### config.mk
export PLATFORM = sky130hd
export DESIGN_NAME = vram_row_engine
export DESIGN_NICKNAME = d
export VERILOG_FILES = /design/src/rtl/vram_row_engine.sv
export SDC_FILE = /design/constraint.sdc
export NUM_CORES = 1
export LEC_CHECK = 0
export BUFFER_PORTS_ARGS = -buffer_cell sky130_fd_sc_hd__buf_4
export CAP_MARGIN = 20
export CORE_ASPECT_RATIO = 0.75
export CORE_MARGIN = 4
export CORE_UTILIZATION = 50
export CTS_BUF_LIST = sky130_fd_sc_hd__clkbuf_8 sky130_fd_sc_hd__clkbuf_16
export DETAILED_ROUTE_END_ITERATION = 12
export PLACE_DENSITY = 0.85
export SLEW_MARGIN = 30
export SYNTH_ARGS = -nofsm -noshare
export SYNTH_HDL_FRONTEND = slang
export SYNTH_SLANG_ARGS = --single-unit
### constraint.sdc
create_clock -name CLK -period 3.4 [get_ports CLK]
set_input_delay 0.34 -clock CLK [delete_from_list [all_inputs] [get_ports CLK]]
set_output_delay 0.34 -clock CLK [all_outputs]
set_load 0.02 [all_outputs]
### src/rtl/vram_row_engine.sv
// Row-fill / scroll-down engine for the text VRAM, sharing port A with the host.
// The host always wins port A; the engine only advances on cycles the host leaves idle.
module vram_row_engine #(
  parameter int WORDS_PER_ROW = 40,
  parameter int NUM_ROWS      = 30,
  parameter int AW            = 11
) (
  input  logic          CLK,
  input  logic          RESET_N,
  input  logic          HOST_READ,
  input  logic          HOST_WRITE,
  input  logic [AW-1:0] HOST_ADDR,
  input  logic [3:0]    HOST_BYTE_EN,
  input  logic [31:0]   HOST_WRITEDATA,
  input  logic          CMD_VALID,
  output logic          CMD_READY,
  input  logic [1:0]    CMD_OP,
  input  logic [4:0]    CMD_TOP,
  input  logic [4:0]    CMD_BOT,
  input  logic [31:0]   CMD_FILL,
  output logic          BUSY,
  output logic          DONE,
  output logic          ERR,
  output logic [AW-1:0] RAM_ADDR,
  output logic [3:0]    RAM_BYTE_EN,
  output logic [31:0]   RAM_WDATA,
  output logic          RAM_WREN,
  output logic          RAM_RDEN,
  input  logic [31:0]   RAM_Q
);

  typedef enum logic [2:0] {
    S_IDLE, S_REJ, S_FILL, S_SRD, S_SWR, S_FIN
  } state_t;

  state_t        state;
  logic [AW-1:0] addr_r;
  logic [AW-1:0] end_r;
  logic [4:0]    top_r;
  logic [31:0]   fill_r;
  logic [31:0]   hold_p1;
  logic          rd_vld_p1;
  logic          host_act;
  logic          grant;
  logic          bad_cmd;

  function automatic logic [AW-1:0] row_base(input logic [4:0] row);
    return AW'(row) * AW'(WORDS_PER_ROW);
  endfunction

  function automatic logic [AW-1:0] row_last(input logic [4:0] row);
    return row_base(row) + AW'(WORDS_PER_ROW - 1);
  endfunction

  assign host_act = HOST_READ | HOST_WRITE;
  assign grant    = ~host_act;
  assign bad_cmd  = CMD_OP[1] | (CMD_TOP > CMD_BOT) | (int'(CMD_BOT) >= NUM_ROWS);

  // Port A mux: host passthrough, otherwise the engine request for the current state
  always_comb begin
    RAM_ADDR    = addr_r;
    RAM_BYTE_EN = 4'hF;
    RAM_WDATA   = fill_r;
    RAM_WREN    = 1'b0;
    RAM_RDEN    = 1'b0;
    if (host_act) begin
      RAM_ADDR    = HOST_ADDR;
      RAM_BYTE_EN = HOST_BYTE_EN;
      RAM_WDATA   = HOST_WRITEDATA;
      RAM_WREN    = HOST_WRITE;
      RAM_RDEN    = HOST_READ;
    end else begin
      case (state)
        S_FILL: RAM_WREN = 1'b1;
        S_SRD: begin
          RAM_RDEN = 1'b1;
          RAM_ADDR = addr_r - AW'(WORDS_PER_ROW);
        end
        S_SWR: begin
          RAM_WREN  = 1'b1;
          // Write straight from RAM_Q when it arrives this cycle; hold_p1 only captures it at the edge
          RAM_WDATA = rd_vld_p1 ? RAM_Q : hold_p1;
        end
        default: ;
      endcase
    end
  end

  // Read-data stage: RAM_Q is captured the cycle after every granted engine read
  always_ff @(posedge CLK or negedge RESET_N) begin
    if (!RESET_N) begin
      rd_vld_p1 <= 1'b0;
      hold_p1   <= '0;
    end else begin
      rd_vld_p1 <= (state == S_SRD) && grant;
      if (rd_vld_p1) hold_p1 <= RAM_Q;
    end
  end

  always_ff @(posedge CLK or negedge RESET_N) begin
    if (!RESET_N) begin
      state     <= S_IDLE;
      CMD_READY <= 1'b1;
      BUSY      <= 1'b0;
      DONE      <= 1'b0;
      ERR       <= 1'b0;
      addr_r    <= '0;
      end_r     <= '0;
      top_r     <= '0;
      fill_r    <= '0;
    end else begin
      DONE <= 1'b0;
      ERR  <= 1'b0;
      case (state)
        S_IDLE: begin
          if (CMD_VALID && CMD_READY) begin
            CMD_READY <= 1'b0;
            fill_r    <= CMD_FILL;
            top_r     <= CMD_TOP;
            if (bad_cmd) begin
              ERR   <= 1'b1;
              state <= S_REJ;
            end else begin
              BUSY <= 1'b1;
              if (CMD_OP[0] && (CMD_TOP != CMD_BOT)) begin
                // Copy descends from the last word of BOT so sources are read before being overwritten
                addr_r <= row_last(CMD_BOT);
                end_r  <= row_base(CMD_TOP) + AW'(WORDS_PER_ROW);
                state  <= S_SRD;
              end else begin
                addr_r <= row_base(CMD_TOP);
                end_r  <= CMD_OP[0] ? row_last(CMD_TOP) : row_last(CMD_BOT);
                state  <= S_FILL;
              end
            end
          end
        end
        S_REJ: begin
          CMD_READY <= 1'b1;
          state     <= S_IDLE;
        end
        S_FILL: begin
          if (grant) begin
            if (addr_r == end_r) state <= S_FIN;
            else addr_r <= addr_r + AW'(1);
          end
        end
        S_SRD: begin
          if (grant) state <= S_SWR;
        end
        S_SWR: begin
          if (grant) begin
            if (addr_r == end_r) begin
              addr_r <= row_base(top_r);
              end_r  <= row_last(top_r);
              state  <= S_FILL;
            end else begin
              addr_r <= addr_r - AW'(1);
              state  <= S_SRD;
            end
          end
        end
        S_FIN: begin
          DONE      <= 1'b1;
          BUSY      <= 1'b0;
          CMD_READY <= 1'b1;
          state     <= S_IDLE;
        end
        default: state <= S_IDLE;
      endcase
    end
  end

endmodule
==> results of run 1 <==
-- layer usage --
layer  wire (µm)  vias up  global-route usage (%)
met5           0        -                       0
met1        8181     2830                   33.29
met2        8467      253                   38.28
met4         174        0                   4.932
li1            -     2942                       -
met3        1877       19                   6.322
-- state kept, by name (all words and copies together) (netlist names) --
signal	flops
fill_r	32
hold_p1	32
addr_r	11
end_r	9
top_r	5
state	3
BUSY	1
CMD_READY	1
DONE	1
ERR	1
rd_vld_p1	1
-- how the worst max path moves through the flow --
| stage | from | endpoint |
|---|---|---|
| 2_1_floorplan | CMD_BOT[1] | addr_r[9] |
| 3_3_place_gp | CMD_BOT[1] | addr_r[9] |
| 3_5_place_dp | CMD_BOT[1] | addr_r[9] |
| 4_1_cts | state[1] | RAM_ADDR[9] |
| 5_1_grt | state[1] | RAM_ADDR[9] |
| 6_report | state[1] | RAM_ADDR[9] |
-- worst max-delay path, cell delays in order (launching register included) --
cell	delay (ns)
dfrtp_1	0.54
nor2b_1	0.44
nand2_1	0.29
a211o_1	0.37
nor3_1	0.18
xnor2_1	0.08
o21ai_0	0.16
buf_4	0.17
-- layout make-up --
| cell class | instances | area (µm²) |
|---|---|---|
| fillers | 1098 | 4617 |
| multi-input cells | 596 | 3999 |
| flip-flops and latches | 97 | 2429 |
| repair buffers | 194 | 1485 |
| clock buffers | 9 | 225.2 |
| well taps | 171 | 214.0 |
| inverters | 21 | 78.83 |
| clock inverters | 7 | 60.06 |
-- metrics by stage --
| stage | util, % | setup WS [ns] |
|---|---|---|
| 3_5_place_dp | 62.57 | 0.3979 |
| 3_3_place_gp | 62.57 | 0.5046 |
| 5_1_grt | 64.78 | 0.1950 |
| 4_1_cts | 64.75 | 0.5043 |
| 2_1_floorplan | - | 0.7636 |
| 6_report | 64.78 | 0.4873 |
-- Yosys cell counts, drive strengths merged, types with 5 or more instances --
cell type	n
o21ai	81
nor2	30
nand3	7
inv	21
buf	26
a211oi	11
ha	33
xor2	20
xnor2	21
a21oi	21
and3	8
nor3	10
dfrtp	96
mux2i	43
a21o	5
nor4	5
nand2	180
clkbuf	24
or2	5
nand2b	10
o31ai	5
mux2	38
-- power by group --
| part | switching, mW | internal [mW] |
|---|---|---|
| combinational | 1.53 | 1.25 |
| clock | 0.474 | 0.511 |
| sequential | 0.426 | 1.68 |
-- cell families (layout without fill, tap and decap cells) --
group                      count (synthesis)  count (layout)  synth area share, %
DFF                                       97              97                36.01
AOI/OAI and AO/OA                        158             158                14.77
muxes                                     81              81                12.84
xor gates and xnor gates                  42              42                5.770
and+or+nand+nor                          279             279                18.74
adders and majority gates                 36              36                7.013
buffers and inverters                     71             231                4.861
==> metrics.txt, run 1 <==
R2R Setup Slk 0.75 ns; leading cell types in the layout, fill and taps excluded buf_4 (191), nand2_1 (180), dfrtp_1 (96); port bufs 180; wirelength, routed 18.70 mm; Worst slew margin 45.78%; CTS clk-pin slew, worst paths 0.07 ns; GRT overflow 0; post-CTS setup buffers 0; Die Ht 108.6 µm; H-tree Lvls 3; WS Path Type flip-flop to output pin; TritonCTS buffer count 9; Die Span X 142.1 µm; largest net degree at the start of global routing 91; Max Cap Viol 0; RR Endpoint addr_r[9]; Layout Cells excl Fill 1095; clock sinks 97; Req. time, crit path 3.06 ns; fin area 8491 µm²; Cell Pwr Density 691.3 nW/µm²; RSZ-0062 raised after global routing false; Remaining DRCs 0; setup_tns 0 ns; Hold-fix buffers, CTS 0; GRT Total Usage 24.04%; Startpoint Class flip-flop; Initial DRT Pass Iterations 5; #FFs+latches synth 97; vias per std cell 5.520; synthesized area 6744 µm²; commonest non-fill, non-tap cell in the layout buf_4; final net count 1083; Post-Syn Nets 928; Placed Area 8202 µm²; DR vias 6044; Worst Path Max Fanout 11; CTS tree done; main flop type after synthesis dfrtp_1; Design Power 5.869 mW; Cells after Synth 764; leading post-synthesis cells by cell area dfrtp_1 (36%), nand2_1 (10%), mux2i_1 (6.4%), ha_1 (6.1%), mux2_2 (6.0%); EDFF count, synth 0; Max Clk Rate 343.3 MHz; WL/cell 17.08 µm; largest area contributor in the netlist dfrtp_1; ANT cells 0; share of cells above drive strength 1 28.79%; hpwl dp 14.42 mm; post-layout min period 2.913 ns; vias in the first global route 5861; worst path arrival time 2.57 ns; WHS 0.01290 ns; initial antenna violation count 0; Async SR Flop Fraction 100.0%; final setup vio count 0; clock latency on the worst-skew pair 0.35 ns; Hold/Removal Path Class input pin to async pin; CP Capture Type output pin; gp weighted congestion 0.9689; Yosys top cell area share 35.62%; Resized Gates After CTS 0; period utilization 85.67%; I/O Pins 181; core area 13110 µm²; first-pass GRT wire length 29.73 mm; Rows 36; Distinct cells, synth 71; initial DRC count 479; Pins Over Slew Limit 0; total of warnings raised by yosys 0; placed cells 1079; Hold Vio Cnt, Final 0; worst slew pin tran 0.8079 ns; CTS Buffer Depth 2; number of routed nets with antenna violations 0; CTS Root Cell clkbuf_16; Initial Util 51.45%; Setup Skew 0.007615 ns; Peak supply drop 0.0003250 V; area growth from synthesis to layout 25.90%; worst r2r src addr_r[3]; worst r2r path cells 7; status completed; post-synthesis sequential area ratio 36.01%; area of the die 15430 µm²; Synth Area per Inst 8.827 µm²; leakage 4.152 nW
No activity file was read; power rests on OpenSTA's default activity.
==> run 2, diff against run 1 <==
--- a/config.mk
+++ b/config.mk
@@ -5,6 +5,7 @@
 export SDC_FILE = /design/constraint.sdc
 export NUM_CORES = 1
 export LEC_CHECK = 0
+export ABC_AREA = 1
 export BUFFER_PORTS_ARGS = -buffer_cell sky130_fd_sc_hd__buf_4
 export CAP_MARGIN = 20
 export CORE_ASPECT_RATIO = 0.75
==> metrics.txt, run 2 <==
ANT cells 0 (unchanged); CTS Root Cell clkbuf_16; Design Power 6.329 mW (+7.8%); #FFs+latches synth 97 (unchanged); initial antenna violation count 0 (unchanged); EDFF count, synth 0 (unchanged); post-CTS setup buffers 0 (unchanged); clock latency on the worst-skew pair 0.34 ns (about the same); worst path arrival time 2.30 ns (-0.27 ns); vias in the first global route 6450 (+10%); RSZ-0062 raised after global routing false; post-synthesis sequential area ratio 34.82% (-1.2 points); leading post-synthesis cells by cell area dfrtp_1 (34%), nand2_1 (18%), o21ai_0 (6.5%), ha_1 (5.9%), mux2i_1 (4.6%); leading cell types in the layout, fill and taps excluded nand2_1 (340), buf_4 (187), dfrtp_1 (95); Place WS 0.8696 ns (+0.4717 ns); Cells after Synth 983 (+29%); Final Worst Setup Slack 0.7603 ns (+0.2730 ns); Rows 37 (+2.8%); total of warnings raised by yosys 0 (unchanged); WS Path Type flip-flop to output pin; Switching Power 2.933 mW (+21%); area of the die 15920 µm² (+3.2%); Hold Vio Cnt, Final 0 (unchanged); I/O Pins 181 (unchanged); clock sinks 97 (unchanged); worst slew pin tran 0.7306 ns (-0.07728 ns); number of routed nets with antenna violations 0 (unchanged); CTS tree done; DR vias 7021 (+16%); post-layout min period 2.640 ns (-0.2730 ns); initial DRC count 756 (+58%); period utilization 77.64% (-8.0 points); wirelength, routed 20.09 mm (+7.4%); Startpoint Class flip-flop; Switching Fraction 46.33% (+5.0 points); TritonCTS buffer count 9 (unchanged); Remaining DRCs 0 (unchanged); GRT overflow 0 (unchanged); hpwl dp 15.26 mm (+5.8%); commonest non-fill, non-tap cell in the layout nand2_1; area growth from synthesis to layout 24.97%; CTS Buffer Depth 2 (unchanged); synthesized area 6974 µm² (+3.4%); Hold-fix buffers, CTS 0 (unchanged); WHS 0.05363 ns (+0.04073 ns); port bufs 180 (unchanged); highest-delay cell along the critical path dfrtp_1; Yosys top cell area share 34.45% (-1.2 points); count leader, synth nand2_1; Critical Path, Cell by Cell clkinv_1 > ha_1 > o211ai_1 > nor2_1 > xor2_1 > o21ai_0 > buf_4; Placed Area 8421 µm² (+2.7%); vias per std cell 5.311 (-3.8%); P_int 3.397 mW (-1.3%); Initial DRT Pass Iterations 6 (+1); clock share of power 16.1% (-0.7 points); Max Clk Rate 378.8 MHz (+10%); Pins Over Slew Limit 0 (unchanged); Async SR Flop Fraction 100.0% (unchanged); gp weighted congestion 0.9866 (+1.8%); CP Capture Type output pin; Post-Syn Nets 1147 (+24%); Die Ht 110.3 µm (+1.6%); crit-path max cell delay 0.49 ns (-0.05 ns); register share of total power 32.8% (-3.1 points); FF/Latch Area 2430 µm² (about the same); Worst Path Max Fanout 8 (-3); Req. time, crit path 3.06 ns (about the same); CTS clk-pin slew, worst paths 0.07 ns (about the same); H-tree Lvls 3 (unchanged); Top Registers fill_r: 32 flops, hold_p1: 32 flops, addr_r: 11 flops; Cell Pwr Density 726.2 nW/µm² (+5.1%); most frequent cells after synthesis nand2_1 (340), dfrtp_1 (96), o21ai_0 (91); WL/cell 15.20 µm (-11%); Resized Gates After CTS 0 (unchanged); Initial Util 50.89% (-0.56 points); largest area contributor in the netlist dfrtp_1; Distinct cells, synth 44 (-38%); final setup vio count 0 (unchanged); Peak supply drop 0.0003919 V (+21%); CP bufs+invs 2 (+1); CP top delay family flip-flops; leakage 4.647 nW (+12%); main flop type after synthesis dfrtp_1; share of cells above drive strength 1 21.80% (-7.0 points); setup_tns 0 ns (unchanged); Synth Area per Inst 7.095 µm² (-20%); final net count 1306 (+21%); GRT Total Usage 24.78% (+0.74 points); Max Cap Viol 0 (unchanged); Comb pwr share 51.1% (+3.8 points); status completed; first-pass GRT wire length 31.93 mm (+7.4%); Die Span X 144.4 µm (+1.6%); Worst slew margin 51.29% (+5.5 points); Fill cells 1198 (+9.1%); core area 13700 µm² (+4.5%); fin area 8716 µm² (+2.7%); largest net degree at the start of global routing 58 (-36%); Hold/Removal Path Class input pin to async pin; area used by multi-input combinational logic 3975 µm² (-0.59%); Setup Skew 0.008987 ns (+0.001372 ns)
## run 2: cell types whose count changed in the layout (fill, tap and decap cells not counted), moves of 7 or more
cell	delta
inv_1	+62
a211oi_1	-11
inv_2	+8
mux2_2	-36
nand2_1	+160
nand4_1	+9
nor2_1	+46
nand2_2	+7
xnor2_1	-15
nand2b_1	-10
nand3_1	+51
o21ai_0	+12
mux2i_1	-11
## run 2: through the flow
step	cells	utilization, %
floorplan	983	-
global placement	1306	61.45
detailed placement	1306	61.45
CTS	1322	63.60
global route	1322	63.60
finish	1322	63.60
## run 2: path summary, 6_finish.rpt
path	start	to	slack (ns)	cells past startpoint
setup / recovery	addr_r[3]	RAM_ADDR[9]	0.76	7
hold / removal	RESET_N	hold_p1[9]	0.05	1
setup reg to reg	state[0]	addr_r[0]	1.02	11
hold reg to reg	fill_r[17]	fill_r[17]	0.47	2
max in group asynchronous	RESET_N	hold_p1[24]	2.52	2
min in group CLK	CMD_FILL[17]	fill_r[17]	0.19	3
## run 2: cells by family after synthesis
| logic type | after synthesis | synth area share (%) |
|---|---|---|
| AND/OR/NAND/NOR | 523 | 32.04 |
| AO/OA/AOI/OAI | 139 | 10.76 |
| buffers and inverters | 135 | 8.252 |
| flip-flops | 97 | 34.82 |
| adder cells (fa/ha/maj) | 36 | 6.782 |
| multiplexers | 32 | 4.593 |
| XOR/XNOR | 21 | 2.745 |
## run 2: final cells by class
class	instances	share of cell area, %
clock buffers	10	2.742
clock inverters	6	0.6460
inverters	94	4.048
multi-input cells	751	45.61
flip-flops and latches	97	27.88
well taps	175	2.512
repair buffers	189	16.57
## run 2: worst reg2reg max path: cells and delay by family, from the launching register on
kind / cells / cell delay (ns)
AOI/OAI and AO/OA: 1 / 0.23
buffers and inverters: 3 / 0.46
DFF: 1 / 0.44
and+or+nand+nor: 7 / 1.18
## run 2: per-layer routing
metal	track usage [%]	wire length, µm	vias to the layer above
met5	0	0	-
met4	4.727	266	0
met3	5.132	1860	23
met2	37.05	8782	316
met1	37.39	9181	3208
li1	-	-	3474
## run 2: power groups by stage
| stage | logic, mW | registers [mW] | clock network, mW |
|---|---|---|---|
| floorplan | 2.45 | 1.95 | 0 |
| global placement | 3.10 | 2.07 | 0 |
| detailed placement | 3.18 | 2.09 | 0 |
| CTS | 3.21 | 2.07 | 1.03 |
| global route | 3.65 | 2.14 | 1.09 |
| finish | 3.23 | 2.08 | 1.02 |
==> run 3, diff against run 2 <==
--- a/config.mk
+++ b/config.mk
@@ -10,10 +10,10 @@
 export CAP_MARGIN = 20
 export CORE_ASPECT_RATIO = 0.75
 export CORE_MARGIN = 4
-export CORE_UTILIZATION = 50
+export CORE_UTILIZATION = 49
 export CTS_BUF_LIST = sky130_fd_sc_hd__clkbuf_8 sky130_fd_sc_hd__clkbuf_16
 export DETAILED_ROUTE_END_ITERATION = 12
-export PLACE_DENSITY = 0.85
+export PLACE_DENSITY = 0.87
 export SLEW_MARGIN = 30
 export SYNTH_ARGS = -nofsm -noshare
 export SYNTH_HDL_FRONTEND = slang
==> constraint.sdc (replaced) <==
create_clock -name CLK -period 2.42 [get_ports CLK]
set_input_delay 0.242 -clock CLK [delete_from_list [all_inputs] [get_ports CLK]]
set_output_delay 0.242 -clock CLK [all_outputs]
set_load 0.02 [all_outputs]
==> metrics.txt, run 3 (synthesis gave the netlist of run 2 again) <==
Top Registers fill_r: 32 flops, hold_p1: 32 flops, addr_r: 11 flops; Max Clk Rate 430.3 MHz; initial DRC count 787 (+4.1%); Switching Power 4.187 mW (+43%); Startpoint Class flip-flop; WS Path Type flip-flop to output pin; Req. time, crit path 2.18 ns (-0.88 ns); commonest non-fill, non-tap cell in the layout nand2_1; ANT cells 0 (unchanged); vias in the first global route 6936 (+7.5%); R2R Setup Slk 0.18 ns (-0.84 ns); worst slew pin tran 0.6714 ns (-0.05918 ns); clock sinks 97 (unchanged); Initial DRT Pass Iterations 5 (-1); Die Span X 145.8 µm (+0.96%); share of cells above drive strength 1 23.33% (+1.5 points); fin area 8887 µm² (+2.0%); first-pass GRT wire length 34.14 mm (+6.9%); Switching Fraction 46.19% (-0.14 points); H-tree Lvls 3 (unchanged); initial antenna violation count 0 (unchanged); Design Power 9.065 mW (+43%); Setup Skew 0.009423 ns (+0.0004360 ns); wirelength, routed 20.57 mm (+2.4%); post-layout min period 2.324 ns; Placed Area 8561 µm² (+1.7%); Rows 37 (unchanged); Place WS 0.07192 ns (-0.7976 ns); Cell Pwr Density 1020 nW/µm² (+40%); Peak supply drop 0.0005252 V (+34%); worst path arrival time 2.08 ns (-0.22 ns); Max Cap Viol 0 (unchanged); register share of total power 31.7% (-1.1 points); Worst slew margin 55.17% (+3.9 points); Remaining DRCs 0 (unchanged); leakage 4.739 nW (+2.0%); Pins Over Slew Limit 0 (unchanged); final setup vio count 0 (unchanged); area of the die 16230 µm² (+1.9%); period utilization 96.03%; vias per std cell 5.319 (+0.16%); worst r2r path cells 11 (unchanged); CTS Root Cell clkbuf_16; gp weighted congestion 0.9556 (-3.1%); P_int 4.878 mW (+44%); Die Ht 111.3 µm (+0.94%); GRT Total Usage 25.17% (+0.39 points); largest net degree at the start of global routing 46 (-21%); status completed; Worst Path Max Fanout 10 (+2); I/O Pins 181 (unchanged); Initial Util 50.38% (-0.51 points); clock share of power 15.7% (-0.4 points); RR Endpoint end_r[10]; RSZ-0062 raised after global routing false; post-CTS setup buffers 0 (unchanged); TritonCTS buffer count 9 (unchanged); setup_tns 0 ns (unchanged); CTS clk-pin slew, worst paths 0.08 ns (about the same); core area 13840 µm² (+1.0%); leading cell types in the layout, fill and taps excluded nand2_1 (340), buf_4 (204), dfrtp_1 (95); Hold Vio Cnt, Final 0 (unchanged); CTS tree done; Comb pwr share 52.6% (+1.5 points); DR vias 7133 (+1.6%); Hold/Removal Path Class input pin to flip-flop; final net count 1325 (+1.5%); port bufs 180 (unchanged); hpwl dp 15.93 mm (+4.4%); GRT overflow 0 (unchanged); fin util 64.21% (+0.60 points); number of routed nets with antenna violations 0 (unchanged); CTS Buffer Depth 2 (unchanged); area growth from synthesis to layout 27.43%; end of the critical path RAM_WDATA[30]; WL/cell 15.34 µm (+0.91%); clock latency on the worst-skew pair 0.34 ns (about the same); CP Capture Type output pin; worst r2r src top_r[1]; Final Worst Setup Slack 0.09602 ns (-0.6643 ns); Worst setup startpoint state[0]
## run 3: cell count changes in the layout (fill, tap and decap cells not counted), sizes merged
cell | previous run | this run
buf | 189 | 207
clkinv | 4 | 3
dlygate4sd3 | 0 | 1
inv | 95 | 96
## run 3: power by group through the flow
stage	sequential, mW	combinational [mW]	clock [mW]
floorplan	2.74	3.44	0
global placement	2.85	4.50	0
detailed placement	2.88	4.65	0
CTS	2.86	4.70	1.44
global route	2.95	5.34	1.52
finish	2.87	4.77	1.43
## run 3: how the worst min path moves through the flow
stage                      start          to  cells past startpoint
floorplan                RESET_N        BUSY                      0
global placement         RESET_N  hold_p1[6]                      1
detailed placement       RESET_N  hold_p1[6]                      1
CTS                 CMD_FILL[25]  fill_r[25]                      3
global route        CMD_FILL[10]  fill_r[10]                      3
finish              CMD_FILL[25]  fill_r[25]                      3
## run 3: area by class of cell
type,instances,area [µm²]
sequential,97,2430
clock buffer,10,239.0
tap,175,219.0
inverter,94,352.8
fill,1222,4955
clock inverter,6,56.30
multi-input combinational,751,3998
timing repair buffer,208,1593
## run 3: worst max-delay path: stages, from the launching register on
cell and delay [ns]:
dfrtp_1 0.46, inv_2 0.09, nand2_2 0.12, nor2_4 0.07, inv_1 0.19, buf_4 0.23, nor2_1 0.06, o21ai_0 0.31
buf_4 0.22
## run 3: stage by stage
| step | std cells | hold slack [ns] |
|---|---|---|
| after floorplan | 983 | -0.05359 |
| after global placement | 1324 | 0.2645 |
| after detailed placement | 1324 | 0.2662 |
| after CTS | 1341 | 0.08792 |
| after global routing | 1341 | 0.09140 |
| final | 1341 | 0.09174 |
## run 3: repair_timing
action	in CTS	in global routing
setup endpoints to repair	1	4
endpoints found under the hold margin	39	0
gates resized for setup	1	5
hold buffers	1	0
## run 3: metal layers
metal | track usage (%) | part of all wire (%)
met2 | 39.27 | 44
met3 | 5.353 | 8.5
met1 | 35.90 | 45
met5 | 0 | 0
met4 | 6.325 | 1.7
